===== config.mk =====
export PLATFORM = sky130hd
export DESIGN_NAME = text_column_streamer
export DESIGN_NICKNAME = d
export VERILOG_FILES = /design/src/rtl/text_display_pkg.sv /design/src/rtl/text_column_streamer_fetch_timer.sv /design/src/rtl/text_column_streamer.sv
export SDC_FILE = /design/constraint.sdc
export NUM_CORES = 1
export LEC_CHECK = 0
export ABC_AREA = 1
export BUFFER_PORTS_ARGS = -buffer_cell sky130_fd_sc_hd__buf_2
export CELL_PAD_IN_SITES_DETAIL_PLACEMENT = 1
export CELL_PAD_IN_SITES_GLOBAL_PLACEMENT = 1
export CORE_MARGIN = 3
export CORE_UTILIZATION = 38
export CTS_CLUSTER_SIZE = 24
export DETAILED_ROUTE_END_ITERATION = 10
export GPL_ROUTABILITY_DRIVEN = 0
export PLACE_DENSITY_LB_ADDON = 0.15
export SLEW_MARGIN = 20
export SYNTH_ARGS = -nofsm -noshare
export SYNTH_HDL_FRONTEND = slang
export SYNTH_SLANG_ARGS = --single-unit

===== constraint.sdc =====
create_clock -name clk -period 1.7 [get_ports clk]
set_input_delay 0.34 -clock clk [delete_from_list [all_inputs] [get_ports clk]]
set_output_delay 0.34 -clock clk [all_outputs]
set_load 0.05 [all_outputs]

===== src/rtl/text_display_pkg.sv =====
// text_display_pkg: shared types and constants for the text display pipeline.
package text_display_pkg;
  localparam int CHAR_WIDTH = 8;
  localparam int DEFAULT_PIXEL_COLS = 128;
  localparam int DEFAULT_FETCH_LATENCY = 3;
  typedef enum logic [2:0] {IDLE, RESTART, SKIP, WAIT, EMIT, ADVANCE, DONE} streamer_state_t;
endpackage


===== src/rtl/text_column_streamer_fetch_timer.sv =====
// pixel_fetch_timer: loadable down-counter; expired marks the last cycle of a LATENCY-cycle wait.
module pixel_fetch_timer
  import text_display_pkg::*;
#(
  parameter int LATENCY = DEFAULT_FETCH_LATENCY
) (
  input  logic clk,
  input  logic reset,
  input  logic load,
  output logic expired
);
  localparam int CW = $clog2(LATENCY + 1);
  logic [CW-1:0] cnt_q, cnt_d;
  always_comb cnt_d = load ? CW'(LATENCY - 1) : (cnt_q != '0 ? cnt_q - CW'(1) : cnt_q);
  always_ff @(posedge clk)
    if (reset) cnt_q <= '0;
    else cnt_q <= cnt_d;
  assign expired = cnt_q == '0;
endmodule


===== src/rtl/text_column_streamer.sv =====
// text_column_streamer: walks the generator column stream via toggles and emits a window of bytes.
// Optional TEXT_COLUMN_STREAMER_BITREV_EN bit-reverses each captured byte.
module text_column_streamer
  import text_display_pkg::*;
#(
  parameter int PIXEL_COLS    = DEFAULT_PIXEL_COLS,
  parameter int BANDS         = 8,
  parameter int WIN_COLS      = 17,
  parameter int FETCH_LATENCY = DEFAULT_FETCH_LATENCY
) (
  input  logic                  clk,
  input  logic                  reset,
  input  logic                  start,
  input  logic [7:0]            x_offset,
  input  logic [2:0]            band_sel,
  output logic                  busy,
  output logic                  frame_done,
  output logic                  toggle_restart,
  output logic                  toggle_next,
  input  logic [CHAR_WIDTH-1:0] cur_pixels,
  output logic [CHAR_WIDTH-1:0] out_data,
  output logic                  out_valid,
  input  logic                  out_ready,
  output logic                  out_last
);
  localparam int PW   = $clog2(PIXEL_COLS * BANDS);
  localparam int IW   = $clog2(WIN_COLS);
  localparam int XMAX = PIXEL_COLS - WIN_COLS;
  streamer_state_t state_q, state_d;
  logic [PW-1:0] skip_q, skip_d, p0;
  logic [IW-1:0] idx_q, idx_d;
  logic [CHAR_WIDTH-1:0] data_q, data_d, cap;
  logic tr_q, tr_d, tn_q, tn_d, load, expired, last;
  int x_eff, b_eff;
`ifdef TEXT_COLUMN_STREAMER_BITREV_EN
  assign cap = {<<{cur_pixels}};
`else
  assign cap = cur_pixels;
`endif
  assign last = idx_q == IW'(WIN_COLS - 1);
  always_comb begin
    x_eff = int'(x_offset) > XMAX ? XMAX : int'(x_offset);
    b_eff = int'(band_sel) > BANDS - 1 ? BANDS - 1 : int'(band_sel);
    p0 = PW'(b_eff * PIXEL_COLS + x_eff);
    state_d = state_q;
    skip_d = skip_q;
    idx_d = idx_q;
    data_d = data_q;
    case (state_q)
      IDLE: if (start) begin
        state_d = RESTART;
        skip_d = p0;
        idx_d = '0;
      end
      RESTART, SKIP: begin
        state_d = skip_q != '0 ? SKIP : WAIT;
        skip_d = skip_q != '0 ? skip_q - PW'(1) : skip_q;
      end
      WAIT: if (expired) begin
        state_d = EMIT;
        data_d = cap;
      end
      EMIT: if (out_ready) begin
        state_d = last ? DONE : ADVANCE;
        idx_d = idx_q + IW'(1);
      end
      ADVANCE: state_d = WAIT;
      default: state_d = IDLE;
    endcase
    // Each flip is registered on entry so it is visible during the state that owns it.
    tr_d = tr_q ^ (state_q == IDLE && start);
    tn_d = tn_q ^ (state_d == SKIP || state_d == ADVANCE);
    load = state_d == WAIT && state_q != WAIT;
  end
  always_ff @(posedge clk)
    if (reset) begin
      state_q <= IDLE;
      skip_q <= '0;
      idx_q <= '0;
      data_q <= '0;
      tr_q <= 1'b0;
      tn_q <= 1'b0;
    end else begin
      state_q <= state_d;
      skip_q <= skip_d;
      idx_q <= idx_d;
      data_q <= data_d;
      tr_q <= tr_d;
      tn_q <= tn_d;
    end
  pixel_fetch_timer #(.LATENCY(FETCH_LATENCY)) u_timer (
    .clk(clk), .reset(reset), .load(load), .expired(expired)
  );
  assign busy = state_q != IDLE;
  assign frame_done = state_q == DONE;
  assign out_valid = state_q == EMIT;
  assign out_last = state_q == EMIT && last;
  assign out_data = data_q;
  assign toggle_restart = tr_q;
  assign toggle_next = tn_q;
endmodule


==> results.md, run 1 <==
Route:
- The wire length per cell is around 13 um.
- Wires add up to 4380 um.
- The highest metal layer with signal wires is met4.
- The first detailed-routing pass took 4 iterations.
- The routed design uses approximately 2000 um of met2 wire.
- Once detail routing completed, the nets flagged for antenna violations numbered 0.
- The DRC violation count after routing is 0.
- Detailed routing placed a total of 174 um of wire on met3.
- The number of vias in the routed layout is 1703.
- The met1 routed wirelength after detailed routing is 2190 um.
- The number of vias per cell after detailed routing is 4.99.
- The iteration-0 DRC count of the detailed router is 61.

Floorplanning:
- The die covers 0.00540 mm2.
- Measured along the y axis, the die boundary spans 73.5 um.
- In this run the core area contains 23 standard-cell rows.
- The die outline width is 73.5 um.
- The standard cell core area is 0.00420 mm2.
- The count of boundary I/O pins is 37.
- The initial core utilization is between 40% and 50%.

Clock network:
- The clock net in this run drives a total of 30 sinks.
- The post-CTS clock slew at the launch and capture registers of the worst setup and hold paths is 0.06 ns.
- The depth of the CTS H-tree is 2.
- TritonCTS built the clock tree.
- The number of buffers created by CTS is 5.
- After clock tree synthesis, the flow added hold-fix buffers numbering 0.
- The root buffer selected by CTS is sky130_fd_sc_hd__clkbuf_8.
- At the later pin of the worst-skew pair, clock insertion delay measures ~0.28 ns.
- The largest buffer count on any clock path is 2.

Synth:
- The synthesized flop and latch total is 30.
- The synthesized design contains 0 enable-type register cells.
- The post-synthesis cell type count is 31.
- The Yosys warning count is 0.
- Synthesis produced a netlist whose cell count is 248.
- The synthesized netlist net count is between 200 and 300.
- The synthesized area per cell is 6.97 um2.
- The cell area that synthesis handed to floorplanning was 0.00173 mm2.
- The leading register cell type out of synthesis is sky130_fd_sc_hd__dfxtp_1.
- The share of synthesized area occupied by flip-flops and latches is 34.7%.
- The share of flip-flops with an asynchronous set or reset is 0%.

STA:
- The final period utilization is 95.3%.
- The number of endpoints with negative hold slack in the final report is 0.
- The number of max-slew violations in the final report is 0.
- Setup repair after global routing left no endpoint under its margin.
- Setup violations remaining at the end of the flow were counted as 0.
- The highest achievable clock rate is between 600 and 700 MHz.
- The minimum period implied by the final worst setup slack is between 1.5 and 2 ns.
- On the final layout, the worst clock skew is 0.00406 ns.

Final layout:
- Registers take around 600 um2.
- The ratio of cells with drive above 1 in the final layout is 26.8%.
- The layout-stage area growth over the synthesis result is 19.7%.
- After the last flow step, the layout net total stands at around 320.
- In the final layout, the multi-input gates occupy just under 0.001 mm2.
- The non-filler instance count after layout is 341.
- 0 antenna diodes ended up in the layout.
- The core utilization of the finished layout is 49.3%.
- The filler cells instantiated in the layout total 571.

Run status:
- The flow ran to the end, and the final reports show no timing, DRC or antenna violations.

Global route:
- The via count of the first global-routing pass is between 1500 and 2000.
- The largest net degree at the start of global routing is 15.
- The initial antenna violation count came to 0.
- The total global-route track usage is 17.8%.
- The leftover overflow at the end of global routing is 0.
- The first-pass GRT wire length is approximately 7500 um.

Pwr:
- Summed over all cells, the static leakage comes to 0.00101 uW.
- Power comes to approximately 2600 uW.
- Power spread over the standard cell area amounts to 1240 mW/mm2.
- IR analysis of the VDD net gives a maximum drop of 569 uV.

Worst setup path:
- STA puts the critical path data arrival time at 1.28 ns.
- The worst setup path is launched from a flip-flop.
- The worst setup path is captured at an output port.
- At the worst endpoint, the required time is between 1 and 1.5 ns.
- The largest fanout on the critical path is 4.
- By startpoint and endpoint, the worst setup path is classified as flip-flop to output port.

Place:
- The total placed cells including tap cells is 332.
- Detailed placement ended at an HPWL of 3450 um.
- The number of buffers added on ports is 36.

Min path:
- The worst min-delay path category is input pin to flip-flop.

Flow run:
- The count of maximum capacitance violations is 0.
## metrics by stage
stage	cell area (um2)	hold slack, ns	setup slack (ns)	setup TNS, ns
5_1_grt	2070	0.298	0.000561	0
3_3_place_gp	1950	0.456	0.218	0
2_1_floorplan	1730	0.418	0.0701	0
6_report	2070	0.283	0.0799	0
3_5_place_dp	1950	0.456	0.158	0
4_1_cts	2050	0.285	-0.00278	-0.00278
## where the power goes
| part | total, uW | switching [uW] | internal [uW] |
|---|---|---|---|
| Sequential | 904 | 93.7 | 810 |
| Combinational | 1070 | 712 | 357 |
| Clock | 601 | 275 | 326 |
## cell type report
cell class	count	area share [%]
multi-input combinational	185	47.0
clock inverter	1	0.242
timing repair buffer	40	11.4
tap	50	3.02
clock buffer	7	4.17
sequential	30	29.0
inverter	28	5.14
## cell families after synthesis
group                      share of synthesized area, %
AOI/OAI and AO/OA                                  13.2
xor gates and xnor gates                           2.53
adders and majority gates                          4.34
buffers and inverters                              9.55
DFF                                                34.7
other                                             0.217
and+or+nand+nor                                    35.5
## per-layer routing
layer	global-route usage, %	vias to the layer above
met3	4.51	6
li1	-	884
met5	0	-
met2	28.1	29
met1	23.4	784
met4	5.84	0
## placed cells by master (no fill, tap or decap)
cell type and n:
sky130_fd_sc_hd__o21ai_1 6, sky130_fd_sc_hd__a21oi_2 3, sky130_fd_sc_hd__nand2_4 1, sky130_fd_sc_hd__nor2_1 48, sky130_fd_sc_hd__inv_2 6, sky130_fd_sc_hd__nand3_2 3, sky130_fd_sc_hd__or2_2 2, sky130_fd_sc_hd__nand2_1 37
sky130_fd_sc_hd__dfxtp_1 30, sky130_fd_sc_hd__nand4_1 2, sky130_fd_sc_hd__nor3_2 1, sky130_fd_sc_hd__conb_1 1, sky130_fd_sc_hd__a211oi_1 2, sky130_fd_sc_hd__nor2_4 4, sky130_fd_sc_hd__inv_1 21, sky130_fd_sc_hd__nor3_1 7
sky130_fd_sc_hd__buf_2 34, sky130_fd_sc_hd__o21ai_0 13, sky130_fd_sc_hd__nor2_2 3, sky130_fd_sc_hd__clkbuf_1 1, sky130_fd_sc_hd__xor2_1 3, sky130_fd_sc_hd__a31oi_1 2, sky130_fd_sc_hd__ha_1 6, sky130_fd_sc_hd__clkinv_2 2
sky130_fd_sc_hd__and3_1 1, sky130_fd_sc_hd__a21oi_1 14, sky130_fd_sc_hd__buf_4 3, sky130_fd_sc_hd__nand3_1 17, sky130_fd_sc_hd__o21ai_2 1, sky130_fd_sc_hd__nand2_2 6, sky130_fd_sc_hd__xnor2_1 2, sky130_fd_sc_hd__buf_6 2
sky130_fd_sc_hd__clkbuf_8 6, sky130_fd_sc_hd__buf_12 1
## worst paths after layout
| kind | slack (ns) | endpoint | from | cells past startpoint |
|---|---|---|---|---|
| worst max register to register | 0.15 | skip_q[5] | skip_q[0] | 10 |
| worst min-delay path | 0.28 | out_data[3] | cur_pixels[3] | 3 |
| worst max-delay path | 0.08 | out_last | idx_q[0] | 5 |
| worst min register to register | 0.46 | u_timer.cnt_q[0] | u_timer.cnt_q[1] | 2 |
## synth_stat cells (2+ instances only)
| master | count | share of area (%) |
|---|---|---|
| sky130_fd_sc_hd__nor2_1 | 49 | 11 |
| sky130_fd_sc_hd__nand2_1 | 38 | 8.2 |
| sky130_fd_sc_hd__dfxtp_1 | 30 | 35 |
| sky130_fd_sc_hd__inv_1 | 23 | 5.0 |
| sky130_fd_sc_hd__nand3_1 | 17 | 4.9 |
| sky130_fd_sc_hd__a21oi_1 | 14 | 4.1 |
| sky130_fd_sc_hd__o21ai_0 | 13 | 3.8 |
| sky130_fd_sc_hd__nor3_1 | 8 | 2.3 |
| sky130_fd_sc_hd__ha_1 | 6 | 4.3 |
| sky130_fd_sc_hd__o21ai_1 | 6 | 1.7 |
| sky130_fd_sc_hd__nand2_2 | 5 | 1.8 |
| sky130_fd_sc_hd__inv_2 | 4 | 0.87 |
| sky130_fd_sc_hd__nor2_4 | 4 | 2.6 |
| sky130_fd_sc_hd__a21oi_2 | 3 | 1.5 |
| sky130_fd_sc_hd__nand3_2 | 3 | 1.7 |
| sky130_fd_sc_hd__xor2_1 | 3 | 1.5 |
| sky130_fd_sc_hd__a211oi_1 | 2 | 0.87 |
| sky130_fd_sc_hd__a31oi_1 | 2 | 0.72 |
| sky130_fd_sc_hd__buf_6 | 2 | 1.3 |
| sky130_fd_sc_hd__nand4_1 | 2 | 0.72 |
| sky130_fd_sc_hd__nor2_2 | 2 | 0.72 |
| sky130_fd_sc_hd__or2_2 | 2 | 0.72 |
| sky130_fd_sc_hd__xnor2_1 | 2 | 1.0 |
## repair_timing
action | 4_1_cts | 5_1_grt
pin swaps | 0 | 2
resized for setup | 2 | 6
endpoints found under the setup margin | 2 | 2
hold endpoints to repair | 0 | 0
setup buffers | 0 | 1
## registers in the layout (all words and copies together) (netlist names)
signal	cells
toggle_restart	1
skip_q	10
idx_q	5
out_data	8
state_q	3
u_timer.cnt_q	2
toggle_next	1
## critical path: stages, from the launching register on
cell                      delay, ns
sky130_fd_sc_hd__dfxtp_1       0.32
sky130_fd_sc_hd__inv_2         0.08
sky130_fd_sc_hd__ha_1          0.15
sky130_fd_sc_hd__nand3_1       0.13
sky130_fd_sc_hd__nor2_2        0.15
sky130_fd_sc_hd__buf_6         0.17
Power figures use the tool's default switching activity.
==> inputs of run 2 (changes only) <==
- CELL_PAD_IN_SITES_DETAIL_PLACEMENT: 1 -> 0
- TNS_END_PERCENT: not set -> 10
==> run 2 against run 1 <==
Against the previous run: power shrank 3.2%; worst setup slack got worse by 0.0035 ns; die area did not move; via count is 6.6% lower; final area decreased by 0.60%; sequential share of layout area increased by 0.24 points; utilization shrank 0.30 points; first-iteration DRC count shrank 3.3%; flip-flop and latch count is the same; clock skew up 0.0014 ns; final cell count is 0.29% lower; critical path depth is the same; critical endpoint unchanged; largest cell class unchanged; largest power group unchanged.
==> results.md, run 2 (same netlist as run 1, synthesis figures left out) <==
Run status:
- Status: finished, final reports clean (unchanged).

Clock network:
- The number of buffers created by CTS was 5 (unchanged).
- The total number of clock tree sinks is 30 (unchanged).
- The depth of the CTS H-tree is 2 (unchanged).
- The count of hold-fix buffers inserted at cts is 0 (unchanged).
- The post-CTS clock slew at the launch and capture registers of the worst setup and hold paths is 0.07 ns (was 0.06 ns).
- The root buffer selected by CTS is sky130_fd_sc_hd__clkbuf_8 (unchanged).
- The clock insertion delay at the later pin of the skew report is 0.28 ns (about the same).
- The largest buffer count on any clock path is 2 (unchanged).
- The clock tree from TritonCTS is done (unchanged).

Pwr:
- The largest voltage drop on the vdd net is 532 uV (was 569 uV).
- The power per cell area is 1210 mW/mm2 (was 1240 mW/mm2).
- The static leakage was 0.00101 uW (about the same).

Global route:
- The largest net degree at the start of global routing is 15 (unchanged).
- The leftover overflow at the end of global routing came to 0 (unchanged).
- The via count of the first global-routing pass was 1424 (was 1710).
- The initial antenna violation count is 0 (unchanged).
- The total global-route track usage is 15.2% (was 17.8%).
- The first-pass GRT wire length is 6400 um (was 7530 um).

Worst setup path:
- The critical path data required time is 1.36 ns (about the same).
- The maximum single-stage delay on the critical path was 0.31 ns (was 0.32 ns).
- The category of cells accounting for the largest share of critical-path delay is flip-flops (unchanged).
- The data arrival time of the critical path is 1.28 ns (about the same).
- Critical path cell sequence: inv_1 -> ha_1 -> nand3_2 -> nor2_2 -> buf_6 (was inv_2 -> ha_1 -> nand3_1 -> nor2_2 -> buf_6).
- The path type of the worst setup path is flip-flop to output port (unchanged).
- The type of origin of the critical path is a flip-flop (unchanged).
- The critical path buffer and inverter count is 2 (unchanged).
- The largest fanout on the critical path is 3 (was 4).
- The critical path's slowest cell is sky130_fd_sc_hd__dfxtp_1 (unchanged).
- The critical path capture point type was an output port (unchanged).

Floorplanning:
- The die outline width came to 73.5 um (unchanged).
- The standard cell core area is 0.00420 mm2 (unchanged).
- The initial core utilization is 41.2% (unchanged).
- The number of cell rows is 23 (unchanged).
- The die area is 0.00540 mm2 (unchanged).
- The die extent in y is 73.5 um (unchanged).
- The count of boundary I/O pins is 37 (unchanged).

Final layout:
- The number of inserted diodes is 0 (unchanged).
- The net total in the final layout is 319 (unchanged).
- The ratio of cells with drive above 1 in the final layout is 26.9% (was 26.8%).
- The non-filler instance count after layout was 340 (was 341).
- The flip-flop count of the largest register, all copies and words added is 10 (unchanged).
- The most common cell after layout, fill and taps aside is sky130_fd_sc_hd__nor2_1 (unchanged).
- The layout-stage area growth over the synthesis result is 19.0% (was 19.7%).
- The area of the multi-input gates is 976 um2 (was 973 um2).
- Commonest cells after routing, fill and taps aside: sky130_fd_sc_hd__nor2_1, sky130_fd_sc_hd__nand2_1, sky130_fd_sc_hd__buf_2 (unchanged).
- The filler cell count in the final layout was 444 (was 571).
- The largest register by flop count is skip_q (unchanged).
- The register cell area after layout was 602 um2 (was 601 um2).

Min path:
- The worst min-delay path category is input pin to flip-flop (unchanged).

STA:
- The number of max-slew violations in the final report is 0 (unchanged).
- The number of endpoints with negative hold slack in the final report was 0 (unchanged).
- The final-report setup violation count is 0 (unchanged).
- The highest achievable clock rate came to 616 MHz (was 617 MHz).
- The post-route worst hold slack was 0.280 ns (was 0.283 ns).
- The clock tree skew after final layout is 0.00547 ns (was 0.00406 ns).
- The final period utilization is 95.5% (was 95.3%).
- The minimum period implied by the final worst setup slack came to 1.62 ns (about the same).

Route:
- The total met3 wirelength after detailed routing is 179 um (was 174 um).
- The number of vias per cell after detailed routing came to 4.68 (was 4.99).
- The highest metal layer with signal wires was met4 (unchanged).
- The routed wire length on met2 was 1630 um (was 1960 um).
- The met1 routed wirelength after detailed routing is 2050 um (was 2190 um).
- The post-route antenna net violation count is 0 (unchanged).
- The sum of routed wire length over all layers is 3880 um (was 4380 um).
- The iteration-0 DRC count of the detailed router is 59 (was 61).
- The DRC violation count after routing was 0 (unchanged).
- The wire length per cell was 11.4 um (was 12.8 um).
- The total iterations of the first detailed-routing run came to 4 (unchanged).
- The number of vias in the routed layout is 1591 (was 1703).

Place:
- The half-perimeter wire length after detailed placement is 2980 um (was 3450 um).
- The number of buffers added on ports came to 36 (unchanged).
- The total placed cells including tap cells came to 332 (unchanged).

Flow run:
- The count of maximum capacitance violations is 0 (unchanged).
[run 2: cell count changes in the layout (fill, tap and decap cells not counted), sizes merged]
cell / before / now
clkinv: 2 / 3
clkbuf: 7 / 5
[run 2: cell type report]
class                   count  share of cell area (%)
clock buffers               5                    3.35
well taps                  50                    3.04
clock inverters             2                   0.487
flip-flops and latches     30                    29.3
multi-input cells         185                    47.4
repair buffers             40                    11.3
inverters                  28                    5.17
[run 2: final timing paths]
| check | start | end | slack, ns | cells after the start |
|---|---|---|---|---|
| worst max register to register | state_q[0] | skip_q[0] | 0.18 | 8 |
| worst min-delay path | cur_pixels[6] | out_data[6] | 0.28 | 3 |
| worst max-delay path | idx_q[1] | out_last | 0.08 | 5 |
| worst min register to register | u_timer.cnt_q[1] | u_timer.cnt_q[0] | 0.47 | 2 |
[run 2: timing repair]
action / CTS / global route
resized for setup: 1 / 7
setup endpoints to repair: 1 / 2
buffers inserted: 0 / 1
pin swaps: 0 / 2
[run 2: worst min-delay path, delay by kind of cell]
family	cells	cell delay, ns
buffers and inverters	1	0.08
AND/OR/NAND/NOR	2	0.11
[run 2: layer usage]
layer	up-vias	GRT usage [%]
met3	2	4.92
met5	-	0
met1	683	21.2
li1	880	-
met4	0	4.23
met2	26	22.4
[run 2: stage by stage]
| step | setup TNS [ns] | total power, uW | worst slack [ns] | instance area, um2 | utilization [%] |
|---|---|---|---|---|---|
| after floorplan | 0 | 1760 | 0.0701 | 1730 | - |
| after global placement | 0 | 1960 | 0.218 | 1950 | 46.5 |
| after detailed placement | 0 | 1950 | 0.200 | 1950 | 46.5 |
| after CTS | 0 | 2500 | 0.00928 | 2030 | 48.4 |
| after global routing | -0.00601 | 2680 | -0.00601 | 2060 | 49.0 |
| final | 0 | 2490 | 0.0764 | 2060 | 49.0 |
[run 2: power by group]
part / switching [uW] / internal (uW) / total, uW
clock network: 268 / 274 / 542
registers: 91.5 / 811 / 903
logic: 690 / 356 / 1050
total: 1050 / 1440 / 2490
